## src/rtl/button_conditioner_pkg.sv

```systemverilog
// button_conditioner_pkg: button indices, debounce state encoding and counter width.
package button_conditioner_pkg;
  localparam int NUM_BTNS = 5;
  localparam int BTN_U = 4;
  localparam int BTN_L = 3;
  localparam int BTN_R = 2;
  localparam int BTN_D = 1;
  localparam int BTN_C = 0;
  localparam int CNT_W = 24;
  typedef enum logic [1:0] {
    ST_IDLE,
    ST_PRESS_WAIT,
    ST_HELD,
    ST_RELEASE_WAIT
  } db_state_e;
endpackage

```

## src/rtl/button_conditioner_btn_debounce_cell.sv

```systemverilog
// btn_debounce_cell: synchronizer, debounce FSM and, with BTN_AUTOREPEAT_EN, auto-repeat for one button.
module btn_debounce_cell
  import button_conditioner_pkg::*;
#(
  parameter int DEBOUNCE_CYCLES = 1000000
`ifdef BTN_AUTOREPEAT_EN
  ,
  parameter int REPEAT_DELAY = 50000000,
  parameter int REPEAT_PERIOD = 10000000
`endif
) (
  input  logic clk,
  input  logic reset,
  input  logic raw_i,
  output logic level_o,
  output logic press_o,
  output logic release_o
);
  // The entry cycle of a wait state is already one stable cycle, so the last count is D-2.
  localparam logic [CNT_W-1:0] DB_LAST = CNT_W'(DEBOUNCE_CYCLES - 2);
`ifdef BTN_AUTOREPEAT_EN
  localparam int RPT_W = $clog2((REPEAT_DELAY > REPEAT_PERIOD ? REPEAT_DELAY : REPEAT_PERIOD) + 1);
  localparam logic [RPT_W-1:0] RD_LAST = RPT_W'(REPEAT_DELAY - 1);
  localparam logic [RPT_W-1:0] RP_LAST = RPT_W'(REPEAT_PERIOD - 1);
  logic [RPT_W-1:0] rcnt_q;
  logic rep_q;
`endif
  logic [1:0] sync_q;
  db_state_e state_q;
  logic [CNT_W-1:0] cnt_q;
  logic level_q, press_q, release_q;
  logic synced;
  assign synced = sync_q[1];
  always_ff @(posedge clk or negedge reset) begin
    if (!reset) begin
      sync_q <= '0;
      state_q <= ST_IDLE;
      cnt_q <= '0;
      level_q <= 1'b0;
      press_q <= 1'b0;
      release_q <= 1'b0;
`ifdef BTN_AUTOREPEAT_EN
      rcnt_q <= '0;
      rep_q <= 1'b0;
`endif
    end else begin
      sync_q <= {sync_q[0], raw_i};
      press_q <= 1'b0;
      release_q <= 1'b0;
      case (state_q)
        ST_IDLE: if (synced) begin
          state_q <= ST_PRESS_WAIT;
          cnt_q <= '0;
        end
        ST_PRESS_WAIT: if (!synced) begin
          state_q <= ST_IDLE;
          cnt_q <= '0;
        end else if (cnt_q == DB_LAST) begin
          state_q <= ST_HELD;
          cnt_q <= '0;
          level_q <= 1'b1;
          press_q <= 1'b1;
        end else cnt_q <= cnt_q + 1'b1;
        ST_HELD: if (!synced) begin
          state_q <= ST_RELEASE_WAIT;
          cnt_q <= '0;
        end else begin
          cnt_q <= '0;
`ifdef BTN_AUTOREPEAT_EN
          if (rcnt_q == (rep_q ? RP_LAST : RD_LAST)) begin
            press_q <= 1'b1;
            rcnt_q <= '0;
            rep_q <= 1'b1;
          end else rcnt_q <= rcnt_q + 1'b1;
`endif
        end
        ST_RELEASE_WAIT: if (synced) begin
          state_q <= ST_HELD;
          cnt_q <= '0;
        end else if (cnt_q == DB_LAST) begin
          state_q <= ST_IDLE;
          cnt_q <= '0;
          level_q <= 1'b0;
          release_q <= 1'b1;
`ifdef BTN_AUTOREPEAT_EN
          rcnt_q <= '0;
          rep_q <= 1'b0;
`endif
        end else cnt_q <= cnt_q + 1'b1;
      endcase
    end
  end
  assign level_o = level_q;
  assign press_o = press_q;
  assign release_o = release_q;
endmodule

```

## src/rtl/button_conditioner.sv

```systemverilog
// button_conditioner: five independent debounced buttons with press/release pulses.
// Define BTN_AUTOREPEAT_EN to add auto-repeat press pulses while a button is held.
module button_conditioner
  import button_conditioner_pkg::*;
#(
  parameter int DEBOUNCE_CYCLES = 1000000,
  parameter int REPEAT_DELAY = 50000000,
  parameter int REPEAT_PERIOD = 10000000
) (
  input  logic                clk,
  input  logic                reset,
  input  logic [NUM_BTNS-1:0] btn_raw,
  output logic [NUM_BTNS-1:0] btn_level,
  output logic [NUM_BTNS-1:0] btn_press,
  output logic [NUM_BTNS-1:0] btn_release,
  output logic                btn_any
);
  if (DEBOUNCE_CYCLES < 2 || DEBOUNCE_CYCLES > (1 << CNT_W) - 1 || REPEAT_DELAY < 1 || REPEAT_PERIOD < 1) begin : g_bad_cfg
    $error("button_conditioner: illegal timing parameters");
  end
  for (genvar i = 0; i < NUM_BTNS; i++) begin : g_cell
    btn_debounce_cell #(
      .DEBOUNCE_CYCLES(DEBOUNCE_CYCLES)
`ifdef BTN_AUTOREPEAT_EN
      ,
      .REPEAT_DELAY(REPEAT_DELAY),
      .REPEAT_PERIOD(REPEAT_PERIOD)
`endif
    ) u_cell (
      .clk(clk),
      .reset(reset),
      .raw_i(btn_raw[i]),
      .level_o(btn_level[i]),
      .press_o(btn_press[i]),
      .release_o(btn_release[i])
    );
  end
  assign btn_any = |btn_press;
endmodule

```

## config.mk

```make
export PLATFORM = sky130hd
export DESIGN_NAME = button_conditioner
export DESIGN_NICKNAME = d
export VERILOG_FILES = /design/src/rtl/button_conditioner_pkg.sv /design/src/rtl/button_conditioner_btn_debounce_cell.sv /design/src/rtl/button_conditioner.sv
export SDC_FILE = /design/constraint.sdc
export NUM_CORES = 1
export LEC_CHECK = 0
export CAP_MARGIN = 5
export CORE_AREA = 2 2 126 128
export CTS_CLUSTER_SIZE = 40
export DETAILED_ROUTE_END_ITERATION = 12
export DIE_AREA = 0 0 128 130
export PLACE_DENSITY = 0.85
export SYNTH_ARGS = -nofsm -noshare
export SYNTH_HDL_FRONTEND = slang
export SYNTH_SLANG_ARGS = --single-unit
```

## constraint.sdc

```tcl
create_clock -name clk -period 2 [get_ports clk]
set_clock_uncertainty 0.05 [all_clocks]
set_input_delay 0.6 -clock clk [delete_from_list [all_inputs] [get_ports clk]]
set_output_delay 0.6 -clock clk [all_outputs]
set_load 0.02 [all_outputs]
```

==> qor_table.md <==
| Stage | Parameter | Value |
|---|---|---|
| worst hold path | Hold crit path type | in2async |
| synth | Fraction of synthesized area in multiplexers | 0.0107 |
| run | Max Cap Violations | 0 |
| routing | Number of nets still failing antenna checks after routing | 0 |
| global route | Combined global-route utilization of all metal layers | 0.286 |
| die | Die Ht | 130 um |
| outcome | Run status | finished with violations |
| routing | Violation count after the first detailed-route iteration | 1,199 |
| setup path | Most used cell along the critical path | buf_6 |
| synth | Share of the synthesized netlist area taken by xor and xnor gates | 0.00520 |
| routing | Final wirelength | 27,500 um |
| timing | Hold Vio Cnt, Final | 0 |
| cells and area | P&R area growth vs syn | 35.5% |
| global route | First-pass GRT wire length | 38,100 um |
| timing | Final critical-path share of the clock period | 1.10 |
| cells and area | Final core utilization | 0.740 |
| synth | Synthesized area per cell | 9.20 um^2 |
| synth | Sequential share of the synthesized area | 0.460 |
| clock network | TritonCTS clock tree | yes |
| synth | Fraction of registers with async set/reset | 1.00 |
| routing | Total vias in the final route | 8,884 |
| die | Row count | 46 |
| synth | Yosys reg bits | 155 |
| placement | RD Place Congestion | 0.866 |
| synth | Fraction of synthesized cell area taken by the top area cell type | 0.460 |
| timing | Relative slew margins | 0.535 |
| setup path | Critical path capture point type | flop |
| die | Die area | 16,600 um^2 |
| setup path | Worst EP required | 2.23 ns |
| synth | Number of library cell types mapped by synthesis | 67 |
| placement | Placed Instances | 1,208 |
| pwr | Maximum ir drop on the vdd rail | 643 uV |
| setup path | Kind of critical path | reg2reg |
| synth | Top flip-flop cell by instance count after synthesis | dfrtp_1 |
| cells and area | Final Instance Count excl. Fillers | 1,288 |
| synth | Library cell occupying the most area in the post-synthesis netlist | dfrtp_1 |
| cells and area | Leading cell type in the layout, fill and taps excluded | dfrtp_1 |
| die | Core Region | 15,400 um^2 |
| routing | Routed WL per cell | 21.4 um |
| routing | Number of remaining DRC errors | 0 |
| clock network | Clock transition at the registers of the reported paths | 0.07 ns |
| setup path | Highest fanout seen on the critical path | 6 |
| timing | RSZ-0062 raised after global routing | yes |
| die | Number of top-level pins | 23 |
| synth | Yosys warning count | 0 |
| clock network | Root buf cell | clkbuf_16 |
| die | Horizontal extent of the die | 128 um |
| setup path | Register-to-Register Setup Slack | -0.20 ns |
| setup path | Crit-path cells | or4_4 > nor4_4 > buf_6 > a31oi_4 > buf_6 > a21oi_2 > a31oi_1 |
| global route | Via count of the first global-routing pass | 7,768 |
| clock network | Clock sink total | 155 |
| timing | Number of pins with negative max-slew slack in the final report | 0 |
| setup path | Critical path arrival | 2.43 ns |
| outcome | Violated checks | setup timing |
| cells and area | NumNets Final | 1,100 |
| synth | Number of instances in the synthesized netlist | 916 |
| cells and area | Fraction of layout cells with a size suffix above 1 | 0.329 |
| pwr | PD cells | 637 nW/um^2 |
| placement | Cell Area, Placed | 9640 um^2 |
| placement | Total half-perimeter wirelength after legalization and detailed placement | 13,800 um |
| setup path | Worst r2r path cells | 7 |
| pwr | Total leakage power | 4.96 nW |
| global route | GRT overflow | 0 |
| cells and area | Most frequent cells in the layout | dfrtp_1, buf_4, nand2_1 |
| global route | Antenna violations before repair | 0 |
| setup path | Endpoint of the most critical register-to-register path | g_cell[4].u_cell.cnt_q[4]$_DFFE_PN0P_ |
| clock network | Clock latency on the worst-skew pair | 0.44 ns |
| timing | Final critical path time including I/O delays and setup | 2.20 ns |
| cells and area | Cell area after layout | 11,400 um^2 |
| synth | Synthesized net count | 933 |
| global route | Maximum number of pins on one net before global-route repair | 46 |
| timing | Total negative slack | -8.54 ns |
| setup path | Critical Path Max Stage Delay | 0.57 ns |
| synth | Combinational family with the most area after synthesis | simple AND/OR/NAND/NOR gates |
| clock network | Inserted Clock Buffers | 17 |
| cells and area | Count of antenna diodes in the layout | 0 |
| timing | Peak clock frequency supported by timing | 455 MHz |
| clock network | Maximum clock insertion buffer count | 2 |
| setup path | Slowest stage cell, crit path | or4_4 |
| clock network | H-tree depth | 4 |
| setup path | Worst setup SP type | flop |
| synth | Synth Area in Compound Gates | 0.200 |
| synth | Count of flip-flops with a built-in enable after synthesis | 0 |
| timing | Final Setup Violations | 102 |
| timing | Final hold slack | 0.0439 ns |
| synth | Basic-gate share of the synthesized area counting and, or, nand and nor cells | 0.257 |
| synth | Biggest area contributors in the synthesized netlist | dfrtp_1, a21oi_1, a31oi_1, nand2_1, nand3_1 |
| synth | Adder-cell area share of the yosys netlist | 0.0149 |
| timing | Slew at the pin closest to its max-slew limit | 0.698 ns |
| routing | First drt pass iteration count | 8 |
| routing | Drt via density | 6.90 |
| synth | Cell area after technology mapping | 8420 um^2 |
| setup path | Reg-to-reg critical path startpoint | g_cell[4].u_cell.cnt_q[21]$_DFFE_PN0P_ |
| placement | IO Port Bufs | 22 |
| timing | PnR worst setup slack | -0.200 ns |
| die | Initial Util | 0.546 |
[worst max-delay path, delay by kind of cell (launching register included)]
| kind | cells | cell delay (ns) |
|---|---|---|
| AO/OA/AOI/OAI | 3 | 0.40 |
| buffers and inverters | 2 | 0.39 |
| AND/OR/NAND/NOR | 2 | 0.81 |
| flip-flops | 1 | 0.38 |
[cell families (layout without fill, tap and decap cells)]
logic type / Yosys count / after routing
compound gates: 267 / 271
simple gates: 383 / 383
xor+xnor: 5 / 5
mux: 9 / 9
buf+inv: 87 / 263
flops: 155 / 155
fa+ha+maj: 10 / 10
[sequential cells by signal (all words and copies together) (netlist names), named ones only]
name                     cells
g_cell.u_cell.cnt_q        120
g_cell.u_cell.sync_q        10
g_cell.u_cell.level_o        5
g_cell.u_cell.press_o        5
g_cell.u_cell.release_o      5
g_cell.u_cell.state_q        5
[routing by layer]
metal,GRT usage,share of wire,up-vias
li1,-,-,3780
met1,0.371,0.38,4320
met2,0.478,0.49,616
met3,0.0476,0.077,168
met4,0.129,0.053,0
met5,0,0,-
[worst max path at each step]
stage / start / to / slack, ns / cells after the start
3_3_place_gp: g_cell[4].u_cell.cnt_q[21]$_DFFE_PN0P_ / g_cell[4].u_cell.cnt_q[13]$_DFFE_PN0P_ / -0.11 / 6
4_1_cts: g_cell[4].u_cell.cnt_q[7]$_DFFE_PN0P_ / g_cell[4].u_cell.cnt_q[14]$_DFFE_PN0P_ / -0.1 / 7
6_report: g_cell[4].u_cell.cnt_q[21]$_DFFE_PN0P_ / g_cell[4].u_cell.cnt_q[4]$_DFFE_PN0P_ / -0.20 / 7
5_1_grt: g_cell[0].u_cell.cnt_q[21]$_DFFE_PN0P_ / g_cell[0].u_cell.level_o$_DFFE_PN0P_ / -0.23 / 5
3_5_place_dp: g_cell[4].u_cell.cnt_q[21]$_DFFE_PN0P_ / g_cell[4].u_cell.cnt_q[14]$_DFFE_PN0P_ / -0.14 / 6
2_1_floorplan: g_cell[3].u_cell.cnt_q[0]$_DFFE_PN0P_ / g_cell[3].u_cell.cnt_q[17]$_DFFE_PN0P_ / 0.002 / 8
[where the power goes]
group	switching (mW)	total [mW]	internal [mW]	leakage (nW)
sequential	0.0693	3.26	3.19	2.11
combinational	0.377	0.645	0.268	2.56
clock	1.37	3.37	2.00	0.292
[final cells by class]
cell class                 instances  area (um^2)
multi-input combinational        678         4800
fill                             867         4010
sequential                       155         3890
timing repair buffer             200         1760
clock buffer                      18          439
tap                              192          240
clock inverter                    14          171
inverter                          31          116
[metrics by stage]
step	worst slack [ns]	total power, mW
2_1_floorplan	0.00171	3.54
3_3_place_gp	-0.107	3.76
3_5_place_dp	-0.142	3.78
4_1_cts	-0.0961	7.15
5_1_grt	-0.232	7.48
6_report	-0.200	7.27
[cells in the mapped netlist (4+ instances only)]
cell type    n
a21oi_1     78
or3_1       19
inv_1       31
o211ai_1     6
mux2i_1      9
and3_1      18
o21bai_1     4
clkbuf_1    16
buf_4       16
nor4_1      11
nand4_1     25
o21ai_0     48
nand2_1     97
a41oi_1     12
a22o_1       6
xor2_1       5
and2_1      12
a31oi_1     62
nor4_4       6
ha_1        10
and4_1      11
nor2_1      36
a21o_1      18
buf_2       17
nand2b_1    16
buf_6        4
nand3_1     65
nor3_1      32
or4_1        9
dfrtp_1    155
[timing repair]
item | 4_1_cts | 5_1_grt
hold buffers | 0 | 0
resized for setup | 98 | 112
setup endpoints to repair | 87 | 126
pin swaps | 47 | 50
gates cloned | 6 | 3
buffers inserted | 18 | 22
Power figures use the tool's default switching activity.
